**config.mk**
```make
export PLATFORM = sky130hd
export DESIGN_NAME = unpack_arbiter
export DESIGN_NICKNAME = d
export VERILOG_FILES = /design/src/rtl/unpack_arbiter_rr_pick.sv /design/src/rtl/unpack_arbiter.sv
export SDC_FILE = /design/constraint.sdc
export NUM_CORES = 1
export LEC_CHECK = 0
export BUFFER_PORTS_ARGS = -buffer_cell sky130_fd_sc_hd__buf_2
export CORE_UTILIZATION = 30
export DETAILED_ROUTE_END_ITERATION = 7
export GPL_ROUTABILITY_DRIVEN = 0
export PLACE_DENSITY_LB_ADDON = 0.05
export SLEW_MARGIN = 20
export SYNTH_ARGS = -nofsm -noshare
export SYNTH_HDL_FRONTEND = slang
export SYNTH_SLANG_ARGS = --single-unit
```
**constraint.sdc**
```tcl
create_clock -name clk -period 2.2 [get_ports clk]
set_input_delay 0.11 -clock clk [delete_from_list [all_inputs] [get_ports clk]]
set_output_delay 0.11 -clock clk [all_outputs]
set_load 0.01 [all_outputs]
```
**src/rtl/unpack_arbiter_rr_pick.sv**
```systemverilog
// Round-robin picker: first asserted request at or after ptr, wrapping at N-1.
// Uses a doubled request vector so the wrap needs no separate second scan.
module rr_pick #(
    parameter  int N  = 4,
    localparam int SW = $clog2(N)
) (
    input  logic [N-1:0]  req,
    input  logic [SW-1:0] ptr,
    output logic          gnt_vld,
    output logic [SW-1:0] gnt_idx
);

    logic [2*N-1:0] dbl;
    logic [2*N-1:0] rot;
    logic [SW:0]    sum;

    always_comb begin
        // NOTE: every combinational output gets a default first, so no path can infer a latch.
        gnt_vld = 1'b0;
        gnt_idx = '0;
        sum     = '0;
        dbl     = {req, req};
        rot     = dbl >> ptr;
        // Scanning downward lets the closest request to ptr win by being assigned last.
        for (int k = N - 1; k >= 0; k--) begin
            if (rot[k]) begin
                gnt_vld = 1'b1;
                sum     = {1'b0, ptr} + (SW + 1)'(k);
                if (sum >= (SW + 1)'(N)) begin
                    sum = sum - (SW + 1)'(N);
                end
                gnt_idx = sum[SW-1:0];
            end
        end
    end

endmodule

```
**src/rtl/unpack_arbiter.sv**
```systemverilog
// Shares one W-bit beat stream between N requesters of D-beat words, round-robin,
// holding each grant until all beats of the accepted word have left.
module unpack_arbiter #(
    parameter  int W  = 8,
    parameter  int D  = 2,
    parameter  int N  = 4,
    localparam int SW = $clog2(N),
    localparam int IW = $clog2(D)
) (
    input  logic             clk,
    input  logic             rst,
    input  logic [N-1:0]     s_stb,
    input  logic [N*W*D-1:0] s_dat,
    output logic [N-1:0]     s_rdy,
    input  logic             m_rdy,
    output logic             m_stb,
    output logic [W-1:0]     m_dat,
    output logic [SW-1:0]    m_src,
    output logic             m_last
);

    localparam int   WW   = W * D;
    localparam logic IDLE = 1'b0;
    localparam logic BUSY = 1'b1;

    logic          state_q, state_d;
    logic [SW-1:0] ptr_q, ptr_d;
    logic [IW-1:0] idx_q, idx_d;
    logic [WW-1:0] word_q, word_in;
    logic          load;
    logic          gnt_vld;
    logic [SW-1:0] gnt_idx;
    logic          last_beat;
    logic          m_stb_d, m_last_d;
    logic [W-1:0]  m_dat_d;
    logic [SW-1:0] m_src_d;

    rr_pick #(.N(N)) u_pick (
        .req     (s_stb),
        .ptr     (ptr_q),
        .gnt_vld (gnt_vld),
        .gnt_idx (gnt_idx)
    );

    assign word_in   = s_dat[int'(gnt_idx) * WW +: WW];
    assign last_beat = (idx_q == IW'(D - 1));

    always_comb begin
        state_d  = state_q;
        ptr_d    = ptr_q;
        idx_d    = idx_q;
        m_stb_d  = m_stb;
        m_dat_d  = m_dat;
        m_src_d  = m_src;
        m_last_d = m_last;
        load     = 1'b0;
        s_rdy    = '0;

        if (state_q == IDLE) begin
            if (gnt_vld) begin
                for (int i = 0; i < N; i++) begin
                    s_rdy[i] = (gnt_idx == SW'(i));
                end
                load     = 1'b1;
                ptr_d    = (gnt_idx == SW'(N - 1)) ? '0 : gnt_idx + 1'b1;
                m_src_d  = gnt_idx;
                m_dat_d  = word_in[W-1:0];
                m_stb_d  = 1'b1;
                m_last_d = 1'b0;
                idx_d    = '0;
                state_d  = BUSY;
            end
        end else if (m_rdy) begin
            if (last_beat) begin
                m_stb_d  = 1'b0;
                m_last_d = 1'b0;
                state_d  = IDLE;
            end else begin
                idx_d    = idx_q + 1'b1;
                m_dat_d  = W'(word_q >> ((int'(idx_q) + 1) * W));
                m_last_d = (int'(idx_q) + 2 == D);
            end
        end

        if (rst) begin
            s_rdy = '0;
            load  = 1'b0;
        end
    end

    // NOTE: sequential state uses non-blocking assignments so every register samples pre-edge values.
    always_ff @(posedge clk) begin
        if (rst) begin
            state_q <= IDLE;
            ptr_q   <= '0;
            idx_q   <= '0;
            m_stb   <= 1'b0;
            m_dat   <= '0;
            m_src   <= '0;
            m_last  <= 1'b0;
        end else begin
            state_q <= state_d;
            ptr_q   <= ptr_d;
            idx_q   <= idx_d;
            m_stb   <= m_stb_d;
            m_dat   <= m_dat_d;
            m_src   <= m_src_d;
            m_last  <= m_last_d;
        end
    end

    // NOTE: the word buffer carries no reset; it is only read after a grant has loaded it.
    always_ff @(posedge clk) begin
        if (load) begin
            word_q <= word_in;
        end
    end

endmodule

```
=== Word-level counts from Yosys, hierarchy flattened ===
Cells that the tools add are included.

* Register bits: 32
* Input bits: 71
* Output and inout bits: 16
* Logic and storage cells: 77

* Add/sub/neg operators: 11
* Order comparisons: 4
* Eq/ne operators: 7
* Shift operators: 3
* Mux-type cells: 37
* Bitwise operators: 1
* Reductions and logical operators: 6

{| class="wikitable"
|+ Operators with widths
! operator !! number
|-
| 64-bit by 7-bit indexed part select with 16-bit output || 1
|-
| 8-bit two-way mux || 4
|-
| 1-bit two-way mux || 21
|-
| 2-bit two-way mux || 9
|-
| 16-bit by 5-bit right shift with 8-bit output || 1
|-
| 4-bit two-way mux || 3
|-
| 3-bit >= comparator, second input constant || 3
|-
| 8-bit by 2-bit right shift with 4-bit output || 1
|-
| 2-bit by 1-bit subtractor with 2-bit output, second input constant || 4
|-
| 2-bit by 2-bit adder with 3-bit output, second input constant || 2
|-
| 3-bit AND reduction || 2
|-
| 2-bit == test, second input constant || 2
|-
| 2-bit != test, second input constant || 2
|-
| 2-bit AND reduction || 2
|-
| 1-bit by 2-bit adder with 3-bit output, second input constant || 1
|-
| 2-bit by 1-bit adder with 3-bit output, second input constant || 1
|-
| 3-bit by 2-bit == test with 1-bit output, second input constant || 1
|-
| 2-bit by 3-bit >= comparator with 1-bit output, second input constant || 1
|-
| 1-bit by 1-bit adder with 2-bit output, second input constant || 1
|-
| 2-bit by 1-bit adder with 2-bit output, second input constant || 1
|-
| 2-bit by 1-bit == test with 1-bit output, second input constant || 1
|-
| 2-bit logical NOT || 1
|-
| 2-bit by 1-bit != test with 1-bit output, second input constant || 1
|-
| 2-bit nonzero test || 1
|-
| 2 further kinds || 2
|}

=== Longest topological paths before layout ===
* Word-level depth: 11
* Gate-level depth with buffers: 8
* Depth with buffers taken out: 7

=== Hierarchy ===
Synthesis repeated with hierarchy kept, for this count alone.

* Cells, all modules: 143
* Area total of the unflattened synthesis: 1611.5 um^2

{| class="wikitable"
|+ Modules (own cells, without submodules)
! module !! times used !! cells an instance !! area an instance (um^2)
|-
| unpack_arbiter || 1 || 128 || 1534.0
|-
| rr_pick || 1 || 15 || 77.6
|}

=== Worst setup path after synthesis ===
No wires, ideal clock.

* Path kind: reg-to-reg
* From: register ptr_q[1]
* To: register ptr_q[1]
* Setup time: 117 ps
* Arrival: 1603 ps
* Setup slack: 480 ps
* Stages on the path, launching flop included: 9
* Period minus slack after synthesis: 1720 ps
* Cells stage by stage: dfxtp_1 -> mux2_2 -> nand2_1 -> nand3_2 -> inv_2 -> buf_4 -> ha_1 -> mux2i_1 -> nor2_1

* Longest elaborated chain between the ends: 9

{| class="wikitable"
|+ RTL lines
! what !! RTL line !! RTL
|-
| start, declared || unpack_arbiter.sv:27 || <nowiki>logic [SW-1:0] ptr_q, ptr_d;</nowiki>
|-
| start signal, assigned || unpack_arbiter.sv:103 || <nowiki>ptr_q <= ptr_d;</nowiki>
|-
| 2-bit by 2-bit adder with 3-bit output || unpack_arbiter_rr_pick.sv:28 || <nowiki>sum = {1'b0, ptr} + (SW + 1)'(k);</nowiki>
|-
| 3-bit >= comparator / 2-bit by 1-bit subtractor with 2-bit output (equally long branches) || unpack_arbiter_rr_pick.sv:29, unpack_arbiter_rr_pick.sv:30 ||
|-
| 2-bit two-way mux || unpack_arbiter_rr_pick.sv:29 || <nowiki>if (sum >= (SW + 1)'(N)) begin</nowiki>
|-
| 2-bit two-way mux (4 in a row) || unpack_arbiter_rr_pick.sv:26 || <nowiki>if (rot[k]) begin</nowiki>
|-
| 2-bit by 1-bit adder with 2-bit output / 2-bit == test (equally long branches) || unpack_arbiter.sv:65 || <nowiki>ptr_d = (gnt_idx == SW'(N - 1)) ? '0 : gnt_idx + 1'b1;</nowiki>
|-
| 2-bit two-way mux || unpack_arbiter.sv:65 ||
|}

Several ways; a longest one is shown, not always the timed one.
A chain may end at the register's enable or synchronous reset.

=== Worst setup path in the final report ===
* From: register ptr_q[1]
* To: register word_q[13] (data pin)

* Longest elaborated chain between the ends: 8

{| class="wikitable"
|+ RTL lines
! what !! RTL line !! RTL
|-
| 2-bit by 2-bit adder with 3-bit output || unpack_arbiter_rr_pick.sv:28 ||
|-
| 3-bit >= comparator / 2-bit by 1-bit subtractor with 2-bit output (equally long branches) || unpack_arbiter_rr_pick.sv:29, unpack_arbiter_rr_pick.sv:30 ||
|-
| 2-bit two-way mux || unpack_arbiter_rr_pick.sv:29 ||
|-
| 2-bit two-way mux (3 in a row) || unpack_arbiter_rr_pick.sv:26 ||
|-
| 2-bit two-way mux (*) || unpack_arbiter_rr_pick.sv:26 ||
|-
| 64-bit by 7-bit indexed part select with 16-bit output (*) || unpack_arbiter.sv:45 || <nowiki>assign word_in = s_dat[int'(gnt_idx) * WW +: WW];</nowiki>
|-
| named net word_in[13] || unpack_arbiter.sv:29 || <nowiki>logic [WW-1:0] word_q, word_in;</nowiki>
|-
| end signal, assigned || unpack_arbiter.sv:115 || <nowiki>word_q <= word_in;</nowiki>
|-
| end, declared || unpack_arbiter.sv:29 ||
|}

The timed path passes the listed nets; every way through them passes the cells marked *.

==> results.yml <==
status:
  status: "finished, final reports clean"
timing:
  setup_viol: 0
  rsz0062_at_grt: "false"
  finalCritPeriodShare_pct: 93.1
  fmax_ghz: 0.488
  slew_headroom_pct: 31.7
  fin_setup_tns_ps: 0
  drv_slew: 0
  hold_ws_ps: 143
  worst_pin_slew_ps: 1020
  fin_skew_ps: 3.08
  min_period_ps: 2050
  hold_violations: 0
clocking:
  cts_max_level: 1
  clk_pin_slew_worst_paths_ps: 80
  cts_root_buf: "clkbuf_8"
  cts_tree: "done"
  holdBufCountCts: 0
  numCtsBuffers: 3
  clkLatencyLatePin_ps: 270
  cts_sinks: 24
  cts_buffer_depth: 2
critical_path:
  worst-setup-path-type: "reg -> reg"
  crit_fanout: 14
  slowest_stage: "nor2_2"
  cpPeakStageDelay_ps: 780
  critPathMostFrequentCell: "mux2i_1"
  endpoint_kind: "flop"
  reg2reg_depth: 4
  worstSetupStartpointType: "flop"
  required_ps: 2220
  crit_chain: "o21ba_2 -> nor2_2 -> mux2i_1 -> mux2i_1"
  worstPathArrival_ps: 2060
global_route:
  grt_pass1_wl_mm: 7.58
  gr-total-overflow: 0
  grt_pass1_vias: 1544
  grt_max_degree: 19
  antenna_found_initial: 0
  track_usage_pct: 16.4
routing:
  vias: 1589
  ant_nets: 0
  drc: 0
  first_pass_iters: 4
  drt_iter0_drc: 67
  vias_per_cell: 4.86
  wl_mm: 4.69
  wl_per_cell_um: 14.3
yosys:
  ys_async_sr_fraction_pct: 0
  ys_types: 43
  ys_warn_count: 0
  synth_cells: 171
  synth_area_sq_um: 1670
  ys.flop_type: "dfxtp_1"
  synth-edff-count: 8
  ys_seq_area_share_pct: 33.7
  syn_area_per_cell_sq_um: 9.74
  syn_nets: 243
  yosys_register_bits: 24
cells_and_area:
  diodes: 0
  fin_util_pct: 42.3
  fillCellCount: 537
  layout.nets: 330
  drive_gt1_share_pct: 42.4
  syn_to_final_growth_pct: 33.0
floorplanning:
  start_util_pct: 31.8
  core_sq_um: 5240
  ios: 87
  rows: 26
  die_w_um: 76.5
  die_area_sq_um: 5850
  die_h_um: 76.5
place:
  dp_hpwl_mm: 3.42
  io_buffer_count: 86
pwr:
  cellPowerDensity_nw_per_um2: 581
  p_leak_uw: 0.00102
  peakVddDrop_mv: 0.243
hold_path:
  hold_class: "in -> reg"
  hold_path_depth: 3
flow_run:
  maxCapViolCount: 0
[worst paths after layout]
path              from    endpoint  slack (ps)
max           ptr_q[1]  word_q[13]         150
max reg2reg   ptr_q[1]  word_q[13]         150
min reg2reg   m_src[0]    m_src[0]         460
min          s_dat[19]    m_dat[3]         140
[cell usage in the layout (no fill, tap or decap), types with 2 or more instances in the layout]
cell type   n
dfxtp_1    16
a21oi_1    12
inv_1      10
o2111ai_1   8
edfxtp_1    8
buf_2      86
and3_1      9
a21boi_0    8
nand2_1     6
buf_4       5
mux2i_1    33
nand2_2     2
nor2_1      6
nor2b_1     3
o211ai_1   16
clkbuf_8    3
[flip-flops by register name (all words and copies together), names as in the netlist]
register / count
m_dat: 8
m_stb: 1
ptr_q: 2
m_src: 2
idx_q: 1
m_last: 1
word_q: 8
state_q: 1
[layer usage]
layer  routed length (um)  up-vias  GRT usage (%)  part of all wire [%]
met5                    0        -              0                     0
met1                 2200      699           20.2                    47
li1                     -      826              -                     -
met4                   71        0           5.96                   1.5
met2                 2160       58           27.8                    46
met3                  257        6           3.47                   5.5
[cells in the mapped netlist, types with 2 or more instances]
| cell | count | area [sq um] |
|---|---|---|
| mux2i_1 | 33 | 330 |
| nor2b_1 | 3 | 18.8 |
| a21oi_1 | 12 | 60.1 |
| nand2_2 | 2 | 12.5 |
| inv_1 | 10 | 37.5 |
| a21boi_0 | 8 | 60.1 |
| buf_2 | 2 | 10.0 |
| o2111ai_1 | 8 | 70.1 |
| nor2_1 | 6 | 22.5 |
| edfxtp_1 | 8 | 240 |
| buf_4 | 3 | 22.5 |
| o211ai_1 | 16 | 120 |
| and3_1 | 9 | 56.3 |
| clkbuf_1 | 2 | 7.51 |
| nand2_1 | 6 | 22.5 |
| dfxtp_1 | 16 | 320 |
[cell type report]
cell class	count	area, sq um	area share, %
multi-input combinational	127	1010	45.6
timing repair buffer	91	468	21.1
clock buffer	4	45.0	2.03
tap	70	87.6	3.95
inverter	11	43.8	1.98
sequential	24	561	25.3
[metrics by stage]
step / worst slack, ps / instances / instance area (sq um) / power, uW
floorplan: 480 / 171 / 1670 / 865
global placement: 185 / 322 / 2150 / 1020
detailed placement: 151 / 322 / 2150 / 1020
CTS: 96.4 / 327 / 2200 / 1300
global route: 18.8 / 327 / 2210 / 1370
finish: 151 / 327 / 2210 / 1290
[report_power, final]
part / total, uW / switching, uW / internal [uW]
Clock: 271 / 142 / 130
Sequential: 543 / 28.7 / 515
Combinational: 472 / 252 / 220
[cells by family (layout without fill, tap and decap cells)]
family                     count (synthesis)  in the layout  synth area share (%)
and+or+nand+nor                           38             39                  14.0
DFF                                       24             24                  33.7
adders and majority gates                  1              1                 0.751
muxes                                     35             35                  21.9
AOI/OAI and AO/OA                         52             52                  23.0
buffers and inverters                     21            106                  6.76
[timing repair]
item	CTS	global route
gates cloned	1	0
pin swaps	1	0
buffers inserted	0	0
resized for setup	0	3
endpoints found under the setup margin	1	3
[worst max-delay path, delay by kind of cell (launching register included)]
family / cells / cell delay [ps]
multiplexers: 2 / 360
AND/OR/NAND/NOR: 1 / 780
AO/OA/AOI/OAI: 1 / 240
flip-flops: 1 / 420
No activity file was read; power rests on OpenSTA's default activity.
